File: src/rtl/ccff_chain_loader.sv
// Bitstream loader for a configuration flip-flop (CCFF) chain.
// Takes WORD_W-bit words, MSB first, and drives the chain head one bit
// per prog_clk while chain_shift_en is high. The final word is truncated
// to the bits that still fit in the chain. A word whose bs_last flag is in
// the wrong place is a framing error.
//
// state | meaning
// ------+----------------------------------------------------------
// IDLE  | waiting for start; chain untouched
// LOAD  | accepting words and shifting bits into the chain
// DONE  | all CHAIN_LEN bits shifted; cfg_done held until start/reset
// ERR   | bs_last framing error; error held until start/reset
module ccff_chain_loader #(
    parameter int CHAIN_LEN = 66,
    parameter int WORD_W    = 8
) (
    input  logic              prog_clk,
    input  logic              prog_reset,
    input  logic              start,
    input  logic              abort,
    input  logic [WORD_W-1:0] bs_data,
    input  logic              bs_valid,
    input  logic              bs_last,
    output logic              bs_ready,
    output logic              ccff_head,
    output logic              chain_shift_en,
    output logic              cfg_done,
    output logic              busy,
    output logic              error
);

    localparam int NWORDS    = (CHAIN_LEN + WORD_W - 1) / WORD_W;
    localparam int LAST_BITS = CHAIN_LEN - (NWORDS - 1) * WORD_W;
    localparam int BC_W      = $clog2(CHAIN_LEN + 1);
    localparam int WC_W      = $clog2(NWORDS + 1);
    localparam int RC_W      = $clog2(WORD_W + 1);

    localparam logic [BC_W-1:0] BIT_TOTAL  = BC_W'(CHAIN_LEN);
    localparam logic [WC_W-1:0] WORD_TOTAL = WC_W'(NWORDS);
    localparam logic [WC_W-1:0] WORD_FINAL = WC_W'(NWORDS - 1);
    // Bits still left in the shift register after the MSB leaves on the accepting edge.
    localparam logic [RC_W-1:0] FULL_REM   = RC_W'(WORD_W - 1);
    localparam logic [RC_W-1:0] LAST_REM   = RC_W'(LAST_BITS - 1);

    typedef enum logic [1:0] {
        ST_IDLE,
        ST_LOAD,
        ST_DONE,
        ST_ERR
    } state_t;

    state_t            state_q,     state_d;
    logic [WORD_W-1:0] shreg_q,     shreg_d;
    logic [RC_W-1:0]   rem_q,       rem_d;
    logic [WC_W-1:0]   word_cnt_q,  word_cnt_d;
    logic [BC_W-1:0]   bit_cnt_q,   bit_cnt_d;
    logic              ccff_head_q, ccff_head_d;
    logic              shift_en_q,  shift_en_d;
    logic              cfg_done_q,  cfg_done_d;
    logic              error_q,     error_d;

    logic accept;
    logic is_final;
    logic frame_err;

    // A new word is taken only once the shift register is empty, so its MSB can
    // go straight to ccff_head on the accepting edge and words stream without gaps.
    always_comb begin
        bs_ready  = (state_q == ST_LOAD) && (word_cnt_q < WORD_TOTAL) && (rem_q == '0);
        accept    = bs_valid && bs_ready;
        is_final  = (word_cnt_q == WORD_FINAL);
        frame_err = accept && (bs_last != is_final);
    end

    // Next-state, shift datapath and registered-output computation.
    always_comb begin
        state_d     = state_q;
        shreg_d     = shreg_q;
        rem_d       = rem_q;
        word_cnt_d  = word_cnt_q;
        bit_cnt_d   = bit_cnt_q;
        ccff_head_d = ccff_head_q;
        shift_en_d  = 1'b0;
        cfg_done_d  = cfg_done_q;
        error_d     = error_q;

        unique case (state_q)
            ST_LOAD: begin
                if (abort) begin
                    state_d = ST_IDLE;
                end else if (bit_cnt_q == BIT_TOTAL) begin
                    state_d    = ST_DONE;
                    cfg_done_d = 1'b1;
                end else if (frame_err) begin
                    // Offending word is dropped whole; nothing of it reaches the chain.
                    state_d = ST_ERR;
                    error_d = 1'b1;
                end else if (accept) begin
                    ccff_head_d = bs_data[WORD_W-1];
                    shift_en_d  = 1'b1;
                    shreg_d     = bs_data << 1;
                    rem_d       = is_final ? LAST_REM : FULL_REM;
                    word_cnt_d  = word_cnt_q + WC_W'(1);
                    bit_cnt_d   = bit_cnt_q + BC_W'(1);
                end else if (rem_q != '0) begin
                    ccff_head_d = shreg_q[WORD_W-1];
                    shift_en_d  = 1'b1;
                    shreg_d     = shreg_q << 1;
                    rem_d       = rem_q - RC_W'(1);
                    bit_cnt_d   = bit_cnt_q + BC_W'(1);
                end
            end
            default: begin
                if (start && !abort) begin
                    state_d    = ST_LOAD;
                    shreg_d    = '0;
                    rem_d      = '0;
                    word_cnt_d = '0;
                    bit_cnt_d  = '0;
                    cfg_done_d = 1'b0;
                    error_d    = 1'b0;
                end
            end
        endcase
    end

    // State and output registers with synchronous reset.
    always_ff @(posedge prog_clk) begin
        if (prog_reset) begin
            state_q     <= ST_IDLE;
            shreg_q     <= '0;
            rem_q       <= '0;
            word_cnt_q  <= '0;
            bit_cnt_q   <= '0;
            ccff_head_q <= 1'b0;
            shift_en_q  <= 1'b0;
            cfg_done_q  <= 1'b0;
            error_q     <= 1'b0;
        end else begin
            state_q     <= state_d;
            shreg_q     <= shreg_d;
            rem_q       <= rem_d;
            word_cnt_q  <= word_cnt_d;
            bit_cnt_q   <= bit_cnt_d;
            ccff_head_q <= ccff_head_d;
            shift_en_q  <= shift_en_d;
            cfg_done_q  <= cfg_done_d;
            error_q     <= error_d;
        end
    end

    assign ccff_head      = ccff_head_q;
    assign chain_shift_en = shift_en_q;
    assign cfg_done       = cfg_done_q;
    assign error          = error_q;
    assign busy           = (state_q == ST_LOAD);

endmodule

File: config.mk
export PLATFORM = sky130hd
export DESIGN_NAME = ccff_chain_loader
export DESIGN_NICKNAME = d
export VERILOG_FILES = /design/src/rtl/ccff_chain_loader.sv
export SDC_FILE = /design/constraint.sdc
export NUM_CORES = 1
export LEC_CHECK = 0
export CAP_MARGIN = 20
export CORE_UTILIZATION = 55
export DETAILED_ROUTE_END_ITERATION = 8
export PLACE_DENSITY = 0.77
export SLEW_MARGIN = 10
export SYNTH_ARGS = -nofsm -noshare
export SYNTH_HDL_FRONTEND = slang
export SYNTH_SLANG_ARGS = --single-unit
File: constraint.sdc
create_clock -name prog_clk -period 3.56 [get_ports prog_clk]
set_input_delay 0.712 -clock prog_clk [delete_from_list [all_inputs] [get_ports prog_clk]]
set_output_delay 0.712 -clock prog_clk [all_outputs]
set_load 0.01 [all_outputs]
==> qor.yml <==
pwr:
  peakVddDrop_uv: 189
  power_leakage_nw: 0.698
  p_per_area_nw_per_um2: 334
global_route:
  overflow: 0
  grt_pass1_wl_mm: 5.98
  grt_max_degree: 25
  grt_pass1_vias: 1410
  grt_usage_pct: 22.8
  antenna_found_initial: 0
placement:
  gp_congestion: 0.858
  dp_slack_ns: 0.610
  io_buffers: 19
  detailed_place_hpwl_mm: 2.67
  placed_area_um2: 1870
floorplanning:
  start_util_pct: 59.1
  rows: 19
  fp.dieW_um: 57.1
  fp.dieArea_um2: 3260
  core_area_um2: 2830
  io_pins: 20
  die-height_um: 57.1
routing:
  viasPerCell: 6.35
  drt_iter0_drc: 59
  routed_wl_mm: 3.65
  remaining_drc_errors: 0
  vias: 1423
  antenna_left: 0
  drt-pass1-iter-count: 4
  wl_per_cell_um: 16.3
synth:
  synth_nets: 195
  synthesis.area_um2: 1670
  synthFlopType: "dfxtp_1"
  synth_seq_area_share_pct: 33.5
  synth_edf_count: 0
  yosysUniqueCellTypes: 56
  synth_cells: 175
  ys_warn_count: 0
  synth-seq-cells: 28
  synth-async-reset-ratio_pct: 0
  synth_area_per_cell_um2: 9.55
critical_path:
  startpoint_type: "flip-flop"
  arrival_ns: 2.22
  required_ns: 2.85
  critPathKind: "flip-flop to primary output"
  endpoint_kind: "primary output"
  crit_fanout: 6
final_layout:
  postLayoutCellArea_um2: 1920
  diodes: 0
  syn_to_final_growth_pct: 15.1
  final_nets: 214
  drive_above_1_share_pct: 15.5
timing:
  min_period_over_period_pct: 82.5
  drv_slew: 0
  hold_viol: 0
  relSlewSlack_pct: 57.9
  fin_skew_ns: 0.00573
  tns_ns: 0
  worst_pin_slew_ns: 0.632
  rsz0062_at_grt: "no"
  max_freq_mhz: 341
  layout_min_cycle_time_ns: 2.94
  finalSetupViolCount: 0
  worst_slack_ns: 0.623
status:
  status: "complete, no violations"
clocking:
  clock_path_buffers: 2
  cts_resized: 0
  htreeDepth: 1
  cts_setup_buffers: 0
  ctsHoldBuffers: 0
  cts_buffers: 3
  path_clk_slew_ns: 0.16
  cts_tree: "built"
  cts_root_buffer: "clkbuf_4"
  cts_sinks: 28
  clock_latency_ns: 0.33
hold_path:
  worst_hold_path_type: "flip-flop to flip-flop"
run:
  drv_cap: 0
[worst max-delay path, stage by stage, from the launching register on]
cell,delay (ns)
dfxtp_1,0.39
inv_1,0.08
ha_1,0.19
nor3b_4,0.42
o21ai_0,0.15
nor2_1,0.11
clkdlybuf4s50_1,0.55
[layout by cell type (no fill, tap or decap), types with 3 or more instances in the layout]
cell type | netlist | routed
a21oi_1 | 13 | 13
and3_1 | 7 | 7
nand3_1 | 5 | 5
o21ai_0 | 6 | 6
nand2b_1 | 5 | 5
clkdlybuf4s50_1 | 0 | 19
clkbuf_4 | 0 | 3
o21ai_1 | 4 | 4
nor2_1 | 7 | 7
ha_1 | 6 | 6
nor2b_1 | 3 | 3
dfxtp_1 | 28 | 28
a211oi_2 | 7 | 7
nand2_1 | 16 | 16
inv_1 | 7 | 7
mux2i_1 | 7 | 7
[state kept, by name (all words and copies together) (netlist names)]
| name | count |
|---|---|
| bit_cnt_q | 7 |
| ccff_head | 1 |
| cfg_done | 1 |
| chain_shift_en | 1 |
| error | 1 |
| rem_q | 4 |
| shreg_q | 7 |
| state_q | 2 |
| word_cnt_q | 4 |
[per-layer routing]
layer	vias up	track usage (%)	share of wire (%)	wire length, um
met4	0	10.1	2.0	74
met5	-	0	0	0
met2	38	39.7	49	1780
li1	693	-	-	-
met3	11	2.49	4.4	161
met1	681	28.6	45	1630
[worst paths after layout]
kind | startpoint | end | slack (ns) | depth (start not counted)
max reg2reg | rem_q[0] | bit_cnt_q[3] | 1.23 | 7
min reg2reg | state_q[1] | state_q[1] | 0.49 | 2
min | state_q[1] | state_q[1] | 0.49 | 2
max | rem_q[0] | bs_ready | 0.62 | 6
[logic make-up after synthesis]
family / count (synthesis) / share of synthesized area, %
AND/OR/NAND/NOR: 61 / 21.9
flip-flops: 28 / 33.5
AO/OA/AOI/OAI: 55 / 29.7
XOR/XNOR: 2 / 1.05
buffers and inverters: 15 / 4.42
multiplexers: 8 / 4.87
adder cells (fa/ha/maj): 6 / 4.49
[layout make-up]
type | count | area (um2)
clock buffers | 3 | 22.5
inverters | 8 | 30.0
fillers | 233 | 905
repair buffers | 21 | 205
flip-flops and latches | 28 | 561
multi-input cells | 132 | 1040
well taps | 31 | 38.8
clock inverters | 1 | 30.0
[report_power, final]
part           switching (mW)  internal [mW]
Combinational          0.0605         0.0436
Clock                  0.0999          0.114
Sequential            0.00489          0.320
[cells in the mapped netlist (all sizes together), types with 3 or more instances]
master   n  area share [%]
dfxtp   28              34
nand2   16             3.6
a21oi   15             4.9
o21ai   10             3.0
a211oi   8             5.7
inv      8             1.8
and3     7             2.6
mux2i    7             4.2
nor2     7             1.6
buf      6             2.4
ha       6             4.5
nand2b   6             2.7
nand3    5             1.5
nor3b    4             2.8
a311oi   3             2.3
nor2b    3             1.1
nor3     3             1.2
[metrics by stage]
stage / power [mW] / utilization (%) / cells / hold WS (ns)
2_1_floorplan: 0.398 / - / 175 / 0.446
3_3_place_gp: 0.429 / 66.2 / 220 / 0.455
3_5_place_dp: 0.434 / 66.2 / 220 / 0.456
4_1_cts: 0.643 / 68.0 / 224 / 0.496
5_1_grt: 0.662 / 68.0 / 224 / 0.524
6_report: 0.642 / 68.0 / 224 / 0.493
Note: power is estimated with default switching activity, not from simulation.
